`src/rtl/stereo_audio_serializer.sv`:
```
// -----------------------------------------------------------------------------
// stereo_audio_serializer
//
// Converts parallel stereo sample pairs into a serial sample stream. Each
// accepted pair is emitted as two output beats: the left word first
// (o_is_left=1), then the right word (o_is_left=0). Samples pass through
// bit-exact.
//
// Buffering is two deep: the output stage holds the pair currently being
// emitted, and a pending register can hold one more pair. With o_ready held
// high this sustains one sample per clock (one pair every two clocks).
//
// Ports:
//   clk        system clock, all logic on rising edge
//   reset      synchronous, active-high reset (wins over everything)
//   i_valid    input pair valid
//   i_ready    serializer can accept a pair (registers and reset only)
//   i_left     left sample of the offered pair
//   i_right    right sample of the offered pair
//   o_valid    serial sample valid (registered)
//   o_ready    downstream accepts sample
//   o_is_left  1 = o_audio carries the left sample, 0 = right (registered)
//   o_audio    serial sample (registered)
// -----------------------------------------------------------------------------
module stereo_audio_serializer #(
  parameter int AUDIO_WIDTH = 32
) (
  input  logic                   clk,
  input  logic                   reset,
  input  logic                   i_valid,
  output logic                   i_ready,
  input  logic [AUDIO_WIDTH-1:0] i_left,
  input  logic [AUDIO_WIDTH-1:0] i_right,
  output logic                   o_valid,
  input  logic                   o_ready,
  output logic                   o_is_left,
  output logic [AUDIO_WIDTH-1:0] o_audio
);

  typedef enum logic [1:0] {
    ST_EMPTY = 2'd0,
    ST_LEFT  = 2'd1,
    ST_RIGHT = 2'd2
  } state_t;

  state_t                 state_r;
  logic [AUDIO_WIDTH-1:0] out_left_r;
  logic [AUDIO_WIDTH-1:0] out_right_r;
  logic [AUDIO_WIDTH-1:0] pend_left_r;
  logic [AUDIO_WIDTH-1:0] pend_right_r;
  logic                   pend_valid_r;
  logic                   o_valid_r;
  logic                   o_is_left_r;
  logic [AUDIO_WIDTH-1:0] o_audio_r;

  logic                   in_fire_s;
  logic                   out_fire_s;
  logic                   free_s;

  // A new pair can only be taken while the pending slot is empty; this keeps
  // i_ready free of any combinational path from o_ready.
  assign i_ready    = !pend_valid_r && !reset;
  assign in_fire_s  = i_valid && i_ready;
  assign out_fire_s = o_valid_r && o_ready;

  // The output stage can take a new pair when idle or when the right word is
  // leaving this cycle. Any encoding other than LEFT/RIGHT is treated as idle
  // so a corrupted state register recovers on the next edge.
  assign free_s = (state_r == ST_RIGHT) ? out_fire_s : (state_r != ST_LEFT);

  assign o_valid   = o_valid_r;
  assign o_is_left = o_is_left_r;
  assign o_audio   = o_audio_r;

  // Output state machine, pending-pair register and registered outputs.
  always_ff @(posedge clk) begin
    if (reset) begin
      state_r      <= ST_EMPTY;
      out_left_r   <= {AUDIO_WIDTH{1'b0}};
      out_right_r  <= {AUDIO_WIDTH{1'b0}};
      pend_left_r  <= {AUDIO_WIDTH{1'b0}};
      pend_right_r <= {AUDIO_WIDTH{1'b0}};
      pend_valid_r <= 1'b0;
      o_valid_r    <= 1'b0;
      o_is_left_r  <= 1'b0;
      o_audio_r    <= {AUDIO_WIDTH{1'b0}};
    end else if (free_s) begin
      if (pend_valid_r) begin
        // The pending pair is older than anything on the input, so it goes first.
        state_r      <= ST_LEFT;
        out_left_r   <= pend_left_r;
        out_right_r  <= pend_right_r;
        pend_valid_r <= 1'b0;
        o_valid_r    <= 1'b1;
        o_is_left_r  <= 1'b1;
        o_audio_r    <= pend_left_r;
      end else if (in_fire_s) begin
        // Bypass: load straight into the output stage.
        state_r      <= ST_LEFT;
        out_left_r   <= i_left;
        out_right_r  <= i_right;
        o_valid_r    <= 1'b1;
        o_is_left_r  <= 1'b1;
        o_audio_r    <= i_left;
      end else begin
        state_r      <= ST_EMPTY;
        o_valid_r    <= 1'b0;
        o_is_left_r  <= 1'b0;
        o_audio_r    <= {AUDIO_WIDTH{1'b0}};
      end
    end else begin
      if ((state_r == ST_LEFT) && out_fire_s) begin
        state_r     <= ST_RIGHT;
        o_is_left_r <= 1'b0;
        o_audio_r   <= out_right_r;
      end else begin
        // Stalled: all outputs hold so the producer rule is kept.
        state_r     <= state_r;
      end
      // in_fire implies pend_valid_r == 0, so nothing is ever overwritten.
      if (in_fire_s) begin
        pend_left_r  <= i_left;
        pend_right_r <= i_right;
        pend_valid_r <= 1'b1;
      end else begin
        pend_valid_r <= pend_valid_r;
      end
    end
  end

endmodule

```
`config.mk`:
```
export PLATFORM = sky130hd
export DESIGN_NAME = stereo_audio_serializer
export DESIGN_NICKNAME = d
export VERILOG_FILES = /design/src/rtl/stereo_audio_serializer.sv
export SDC_FILE = /design/constraint.sdc
export NUM_CORES = 1
export LEC_CHECK = 0
export ABC_AREA = 1
export CAP_MARGIN = 20
export CORE_MARGIN = 4
export CORE_UTILIZATION = 40
export DETAILED_ROUTE_END_ITERATION = 12
export HOLD_SLACK_MARGIN = 0.05
export PLACE_DENSITY_LB_ADDON = 0.08
export SYNTH_ARGS = -nofsm -noshare
export SYNTH_HDL_FRONTEND = slang
export SYNTH_SLANG_ARGS = --single-unit
```
`constraint.sdc`:
```
create_clock -name clk -period 2.3 [get_ports clk]
set_input_delay 0.46 -clock clk [delete_from_list [all_inputs] [get_ports clk]]
set_output_delay 0.46 -clock clk [all_outputs]
set_load 0.005 [all_outputs]
```
==> summary.txt, run 1 <==
Logic synthesis
  • Post-synth top cells: 330 x nand2_1, 132 x dfxtp_1, 130 x nor2_1
  • Post-synth EDFFs: 0
  • Seq cells post-synth: 132
  • Distinct cells, synth: 20
  • Synth Cell Area: 5942 um2
  • Synthesized area per cell: 6.617 um2
  • Main combinational cell family by area after synthesis: simple AND/OR/NAND/NOR gates
  • Synth Area in Compound Gates: 0.08486
  • Syn nets: 966
  • Gate Count Post-Synth: 898
  • Register area share after synthesis: 0.4447
  • Multiplexer share of the synthesized area: 0
  • Post-Synth XOR/XNOR Area: 0
  • Adder-cell area share of the yosys netlist: 0
  • Ys Warns: 0
  • Top-count cell post-synth: nand2_1
  • Post-synth top area share: 0.4447
  • Synth area leader: dfxtp_1
  • Async SR Flop Fraction: 0
  • Simple-gate portion of the synthesized area: 0.3828
  • Top cells by area, synth: dfxtp_1 44%, nand2_1 21%, nor2_1 8.2%
  • Main synth FF type: dfxtp_1

Clock tree
  • CTS root buf: clkbuf_16
  • CTS resizes: 0
  • Hold Buf Count CTS: 0
  • Clock tree from TritonCTS: yes
  • Num CTS Buffers: 17
  • # clock sinks: 132
  • CTS max path bufs: 2
  • Postcts setup bufs: 0
  • H-tree depth: 4
  • Clk slew on worst S/H paths: 60 ps
  • Clock Latency Late Sink: 420 ps

Power and ir drop
  • Psw: 1.332 mW
  • Pwr dens: 765.9 nW/um2
  • Internal power: 4.565 mW
  • PnR Total Power: 5.898 mW
  • Max VDD drop: 527.5 uV
  • Clock share of power: 0.490
  • P_leak: 3.406 nW
  • Sw Share: 0.2259
  • Seq pwr share: 0.410
  • Combinational power share: 0.099

Critical path
  • Slowest-stage cell, CP: clkdlybuf4s50_1
  • Crit Path Category: in -> out
  • Reg2reg start: pend_valid_r$_SDFFE_PP0P_
  • CP dominant cell by count: clkdlybuf4s50_1
  • CP startpoint: reset
  • Worst path required time: 1840 ps
  • Setup crit start kind: input pin
  • Crit path buffers/inverters: 2
  • Critical path endpoint category: output pin
  • Max stage delay on crit path: 540 ps
  • Crit-path max FO: 4
  • CP arrival: 1710 ps
  • CP Cell Sequence: clkdlybuf4s50_1, nor2_8, clkdlybuf4s50_1
  • CP top delay family: buffers and inverters

Cells and area
  • Post-Layout Cell Count: 1174
  • Layout fillers: 1479
  • Reg area: 2644 um2
  • Share of post-route cells with drive strength above 1: 0.06667
  • Area grow syn2layout: 29.59%
  • Final nets: 1046
  • Ant. Diodes: 0
  • Multi-input gate area: 2779 um2
  • Util after Layout: 0.5298

Placement
  • Hpwl dp: 10660 um
  • IO buf count: 102
  • GPL Wtd Cong: 0.8086
  • Placed insts: 1143

Global route
  • Vias in the first global route: 5105
  • Total GRT Usage: 0.2019
  • First-pass GRT wire length: 26700 um
  • Largest net degree at the start of global routing: 52
  • Overflow after GRT: 0
  • Initial antenna violation count: 0

Timing
  • Worst-Margin Slew: 590.9 ps
  • Final setup viols: 0
  • Final Cycle Share: 0.9428
  • Tmin final: 2168 ps
  • Setup TNS: 0 ps
  • Rel. slew slack: 0.6061
  • Max-slew violation count: 0
  • Final Hold Vio Count: 0
  • Hold slack: 460.4 ps
  • Achievable clock frequency: 461.2 MHz
  • RSZ-0062 raised after global routing: no
  • Final Skew: 5.744 ps

Outcome
  • Status: finished, final reports clean

Worst hold path
  • Hold Startpoint: out_right_r[12]$_SDFFE_PP0P_
  • Hold/Removal Path Class: reg -> reg

Route
  • Vias: 5600
  • Routed WL: 16580 um
  • DR WL/cell: 14.13 um
  • DRT iter0 DRCs: 522
  • Pre-antenna DRT Iters: 5
  • Vias per Instance: 4.770
  • DRT antenna net count: 0
  • # DRC: 0

Floorplanning
  • Chip height: 129.9 um
  • Number of placed I/O pins: 103
  • Initial core utilization: 0.4088
  • Core footprint: 14530 um2
  • Standard-cell row count: 44
  • Die Footprint: 16870 um2
  • Chip width: 129.9 um

Flow run
  • Max Cap Violations: 0
==> metal layers <==
metal | vias up | GRT usage | share of wire | routed length, um
li1 | 2982 | - | - | -
met1 | 2470 | 0.3029 | 0.52 | 8581
met2 | 135 | 0.2897 | 0.42 | 6982
met3 | 13 | 0.04953 | 0.053 | 874
met4 | 0 | 0.05196 | 0.0088 | 146
met5 | - | 0 | 0 | 0
==> registers in the layout, summed over array words and instances, names as in the netlist <==
name / cells
o_audio: 32
pend_right_r: 32
state_r: 2
out_right_r: 32
o_valid: 1
pend_left_r: 32
pend_valid_r: 1
==> kinds of logic (layout without fill, tap and decap cells) <==
| family | after synthesis | after routing |
|---|---|---|
| AO/OA/AOI/OAI | 100 | 100 |
| AND/OR/NAND/NOR | 563 | 563 |
| buffers and inverters | 103 | 195 |
| flip-flops | 132 | 132 |
==> layout by cell type, fill, tap and decap left out, types with 6 or more instances in the layout <==
| cell type | n |
|---|---|
| inv_1 | 35 |
| a21oi_1 | 35 |
| buf_4 | 16 |
| o21ai_1 | 60 |
| nand2_1 | 330 |
| buf_12 | 6 |
| nor2_1 | 130 |
| dfxtp_1 | 131 |
| clkbuf_16 | 17 |
| clkdlybuf4s50_1 | 102 |
| nand3_1 | 96 |
==> area by class of cell <==
cell class                      instances  area share
Clock buffer                           22     0.06289
Clock inverter                          9     0.01950
Inverter                               40     0.01966
Multi-Input combinational cell        663      0.3609
Sequential cell                       132      0.3434
Tap cell                              184     0.02990
Timing Repair Buffer                  124      0.1638
==> power groups by stage <==
stage	registers [mW]	clock network [mW]	logic (mW)
3_5_place_dp	2.47	0	0.587
6_report	2.42	2.89	0.586
4_1_cts	2.42	2.96	0.591
2_1_floorplan	2.46	0	0.319
5_1_grt	2.43	3.05	0.661
3_3_place_gp	2.47	0	0.585
==> worst min-delay path, delay by kind of cell (launching register included) <==
kind	cells	cell delay, ps
AO/OA/AOI/OAI	1	50
flip-flops	1	310
AND/OR/NAND/NOR	1	60
==> stage by stage <==
step	area, um2	worst slack (ps)
after floorplan	5942	849.7
after global placement	7066	110.3
after detailed placement	7066	107.8
after CTS	7700	101.7
after global routing	7700	60.94
final	7700	131.6
==> path summary, 6_finish.rpt <==
kind | end | slack [ps] | cells after the start
setup / recovery | i_ready | 130 | 3
hold / removal | out_right_r[12]$_SDFFE_PP0P_ | 460 | 2
hold reg to reg | out_right_r[12]$_SDFFE_PP0P_ | 460 | 2
setup reg to reg | o_audio[18]$_SDFFE_PP0P_ | 590 | 7
Power figures use the tool's default switching activity.
==> run 2: changes to the inputs <==
--- a/config.mk
+++ b/config.mk
@@ -10,6 +10,7 @@
 export CORE_MARGIN = 4
 export CORE_UTILIZATION = 40
 export DETAILED_ROUTE_END_ITERATION = 12
+export GPL_TIMING_DRIVEN = 0
 export HOLD_SLACK_MARGIN = 0.05
 export PLACE_DENSITY_LB_ADDON = 0.08
 export SYNTH_ARGS = -nofsm -noshare
==> constraint.sdc (replaced) <==
create_clock -name clk -period 2.3 [get_ports clk]
set_input_delay 0.23 -clock clk [delete_from_list [all_inputs] [get_ports clk]]
set_output_delay 0.23 -clock clk [all_outputs]
set_load 0.005 [all_outputs]
==> summary.txt, run 2 (synthesized netlist as in run 1, its figures left out) <==
Cells and area
  • Final nets: 1085
  • Share of post-route cells with drive strength above 1: 0.08171
  • Util after Layout: 0.5322
  • Commonest non-fill, non-tap cell in the layout: nand2_1
  • Most frequent cells in the layout: 330 x nand2_1, 132 x dfxtp_1, 130 x nor2_1
  • Ant. Diodes: 0
  • Area grow syn2layout: 30.17%

Critical path
  • CP arrival: 1770 ps
  • CP Cell Sequence: nor2_8, buf_2, clkdlybuf4s50_1
  • Crit Path Category: reg -> out
  • Crit-path max FO: 10
  • Max stage delay on crit path: 530 ps
  • Slowest-stage cell, CP: clkdlybuf4s50_1
  • Critical path endpoint category: output pin
  • Worst path required time: 2070 ps
  • Setup crit start kind: register
  • CP startpoint: pend_valid_r$_SDFFE_PP0P_
  • Reg2reg start: o_valid$_SDFFE_PP0P_

Global route
  • Grt peak-use layer: met2
  • Initial antenna violation count: 0
  • Largest net degree at the start of global routing: 17
  • GR Util met2: 0.3054
  • Overflow after GRT: 0
  • First-pass GRT wire length: 26390 um
  • Total GRT Usage: 0.2004
  • M1 GR Usage: 0.2859
  • Vias in the first global route: 5205
  • GR Util met3: 0.04380

Clock tree
  • CTS root buf: clkbuf_16
  • Postcts setup bufs: 0
  • CTS resizes: 0
  • Clk slew on worst S/H paths: 60 ps
  • Hold Buf Count CTS: 0
  • Clock Latency Late Sink: 420 ps
  • Num CTS Buffers: 17
  • H-tree depth: 4
  • Clock tree from TritonCTS: yes
  • CTS max path bufs: 2
  • # clock sinks: 132

Floorplanning
  • Chip height: 129.9 um
  • Number of placed I/O pins: 103
  • Core footprint: 14530 um2
  • Die Footprint: 16870 um2
  • Standard-cell row count: 44
  • Initial core utilization: 0.4088
  • Chip width: 129.9 um

Outcome
  • Status: finished, final reports clean

Timing
  • Rel. slew slack: 0.6121
  • Final Cycle Share: 0.8716
  • RSZ-0062 raised after global routing: no
  • Final Hold Vio Count: 0
  • Worst-Margin Slew: 581.9 ps
  • Final Skew: 7.018 ps
  • Achievable clock frequency: 498.9 MHz
  • Final setup viols: 0
  • Tmin final: 2005 ps
  • Setup TNS: 0 ps
  • Max-slew violation count: 0

Route
  • DRT antenna net count: 0
  • Vias per Instance: 4.619
  • Vias: 5598
  • DR WL/cell: 13.60 um
  • # DRC: 0
  • Pre-antenna DRT Iters: 4
  • DRT iter0 DRCs: 308
  • Routed WL: 16480 um

Power and ir drop
  • Pwr dens: 725.9 nW/um2
  • Max VDD drop: 524.3 uV
  • P_leak: 3.477 nW

Flow run
  • Max Cap Violations: 0

Worst hold path
  • Hold/Removal Path Class: in -> reg
  • Hold Startpoint: reset

Placement
  • GPL Wtd Cong: 0.8046
  • Hpwl dp: 12040 um
  • IO buf count: 100
-- run 2: where the power goes --
part | internal (mW) | switching (mW)
clock network | 1.67 | 0.942
registers | 2.37 | 0.0464
logic | 0.274 | 0.314
total | 4.31 | 1.30
-- run 2: worst max-delay path, delay by kind of cell (launching register included) --
family / cells / cell delay (ps)
flip-flops: 1 / 370
AND/OR/NAND/NOR: 1 / 200
buffers and inverters: 2 / 780
-- run 2: path summary, 6_finish.rpt --
path,cells after the start,end,slack (ps)
setup / recovery,3,i_ready,300
hold / removal,2,out_right_r[10]$_SDFFE_PP0P_,180
setup reg to reg,8,pend_left_r[18]$_SDFFE_PP0P_,730
hold reg to reg,2,out_right_r[10]$_SDFFE_PP0P_,460
-- run 2: cell type report --
| class | count | area [um2] |
|---|---|---|
| Fill cell | 1539 | 6799 |
| Clock buffer | 26 | 489.2 |
| Timing Repair Buffer | 100 | 1001 |
| Tap cell | 184 | 230.2 |
| Sequential cell | 132 | 2643 |
| Buffer | 63 | 369.1 |
| Inverter | 40 | 151.4 |
| Clock inverter | 4 | 72.57 |
| Multi-Input combinational cell | 663 | 2779 |
-- run 2: metal layers --
layer / routed length, um / vias to the layer above / part of all wire
met2: 7285 / 108 / 0.44
met5: 0 / - / 0
li1: - / 3061 / -
met1: 8243 / 2417 / 0.50
met4: 172 / 0 / 0.010
met3: 781 / 12 / 0.047
-- run 2: through the flow --
stage,hold WS (ps),instance area (um2),total power [mW],worst slack [ps],instances
after floorplan,375.7,5942,2.775,1054,898
final,179.0,7735,5.615,295.4,1212
after global placement,450.2,7173,3.052,464.2,1182
after CTS,173.9,7735,5.656,290.9,1212
after detailed placement,453.2,7173,3.053,446.8,1182
after global routing,174.3,7735,5.846,228.2,1212
==> run 3: changes to the inputs <==
--- a/config.mk
+++ b/config.mk
@@ -8,7 +8,7 @@
 export ABC_AREA = 1
 export CAP_MARGIN = 20
 export CORE_MARGIN = 4
-export CORE_UTILIZATION = 40
+export CORE_UTILIZATION = 30
 export DETAILED_ROUTE_END_ITERATION = 12
 export GPL_TIMING_DRIVEN = 0
 export HOLD_SLACK_MARGIN = 0.05
==> summary.txt, run 3 (synthesized netlist as in run 1, its figures left out) <==
Cells and area
  • Commonest non-fill, non-tap cell in the layout: nand2_1
  • Area grow syn2layout: 31.73%
  • Most frequent cells in the layout: 330 x nand2_1, 132 x dfxtp_1, 130 x nor2_1
  • Final instance area: 7828 um2
  • Final nets: 1085
  • Share of post-route cells with drive strength above 1: 0.08374
  • Layout fillers: 2103
  • Ant. Diodes: 0

Route
  • DRT iter0 DRCs: 323
  • DR WL/cell: 13.91 um
  • DRT antenna net count: 0
  • Routed WL: 17970 um
  • Vias per Instance: 4.320
  • Pre-antenna DRT Iters: 4
  • # DRC: 0
  • Vias: 5581

Clock tree
  • Hold Buf Count CTS: 0
  • CTS resizes: 0
  • # clock sinks: 132
  • Num CTS Buffers: 17
  • CTS max path bufs: 2
  • Clock tree from TritonCTS: yes
  • Clk slew on worst S/H paths: 50 ps
  • CTS root buf: clkbuf_16
  • Postcts setup bufs: 0
  • H-tree depth: 4
  • Clock Latency Late Sink: 410 ps

Critical path
  • Crit-path max FO: 10
  • Critical path endpoint category: output pin
  • Worst R2R Path Depth: 7
  • Reg2reg start: state_r[0]$_SDFFE_PP0P_
  • Setup crit start kind: register
  • FF-to-FF setup slack: 770 ps
  • CP arrival: 1780 ps
  • Crit Path Category: reg -> out
  • Worst path required time: 2070 ps
  • R2R Path End: o_audio[28]$_SDFFE_PP0P_

Worst hold path
  • Hold Crit Depth: 2
  • Hold Path End: out_right_r[13]$_SDFFE_PP0P_
  • Hold Startpoint: reset
  • Hold/Removal Path Class: in -> reg

Floorplanning
  • Die Footprint: 22120 um2
  • Core footprint: 19460 um2
  • Standard-cell row count: 51
  • Number of placed I/O pins: 103
  • Initial core utilization: 0.3053
  • Chip height: 148.7 um
  • Chip width: 148.7 um

Timing
  • Achievable clock frequency: 497.4 MHz
  • Max-slew violation count: 0
  • Final Hold Vio Count: 0
  • Tmin final: 2011 ps
  • Rel. slew slack: 0.5847
  • Setup TNS: 0 ps
  • Final Cycle Share: 0.8742
  • Final Skew: 10.12 ps
  • RSZ-0062 raised after global routing: no
  • Worst-Margin Slew: 622.9 ps
  • Final setup viols: 0

Global route
  • First-pass GRT wire length: 28380 um
  • Largest net degree at the start of global routing: 17
  • Total GRT Usage: 0.1646
  • Initial antenna violation count: 0
  • Overflow after GRT: 0
  • Vias in the first global route: 5166

Placement
  • IO buf count: 100
  • GPL Wtd Cong: 0.7582
  • Hpwl dp: 13320 um
  • Area after DPL: 7274 um2

Power and ir drop
  • Max VDD drop: 445.0 uV
  • P_leak: 3.477 nW
  • Pwr dens: 710.9 nW/um2
  • PnR Total Power: 5.565 mW

Flow run
  • Max Cap Violations: 0

Outcome
  • Status: finished, final reports clean
==> run 3: how the worst max path moves through the flow <==
stage               slack, ps                 startpoint                           end
CTS                       270  pend_valid_r$_SDFFE_PP0P_                       i_ready
global placement          420                    o_ready  pend_left_r[12]$_SDFFE_PP0P_
global route              190  pend_valid_r$_SDFFE_PP0P_                       i_ready
detailed placement        410                    o_ready  pend_left_r[13]$_SDFFE_PP0P_
floorplan                1050    state_r[0]$_SDFFE_PP0P_      o_audio[24]$_SDFFE_PP0P_
finish                    290  pend_valid_r$_SDFFE_PP0P_                       i_ready
==> run 3: stage by stage <==
step,setup slack [ps],utilization,instances,hold slack [ps]
6_report,289.4,0.4022,1292,179.3
3_5_place_dp,405.6,0.3738,1263,454.5
5_1_grt,193.4,0.4022,1292,181.8
2_1_floorplan,1054,-,898,375.7
4_1_cts,270.7,0.4022,1292,169.4
3_3_place_gp,422.5,0.3738,1263,449.6
==> run 3: cell type report <==
class                   count  area [um2]  area share
multi-input cells         663        2779      0.3550
flip-flops and latches    132        2643      0.3376
repair buffers            100        1001      0.1279
clock buffers              25       505.5     0.06458
plain buffers              63       369.1     0.04715
well taps                 265       331.6     0.04236
inverters                  40       151.4     0.01934
clock inverters             4       47.55    0.006074
==> run 3: metal layers <==
layer	GRT usage	wire length, um	vias to the layer above
met4	0.04531	104	0
met3	0.03555	1065	6
met5	0	0	-
met2	0.2473	7949	113
met1	0.2392	8854	2406
li1	-	-	3056
==> run 3: critical path: stages, from the launching register on <==
cell and delay (ps):
dfxtp_1 370, nor2_8 200, buf_2 260, clkdlybuf4s50_1 540
==> run 3: report_power, final <==
| group | total (mW) | leakage [nW] | switching (mW) | internal, mW |
|---|---|---|---|---|
| combinational | 0.596 | 2.13 | 0.322 | 0.274 |
| sequential | 2.42 | 1.07 | 0.0463 | 2.37 |
| clock | 2.55 | 0.271 | 0.941 | 1.61 |
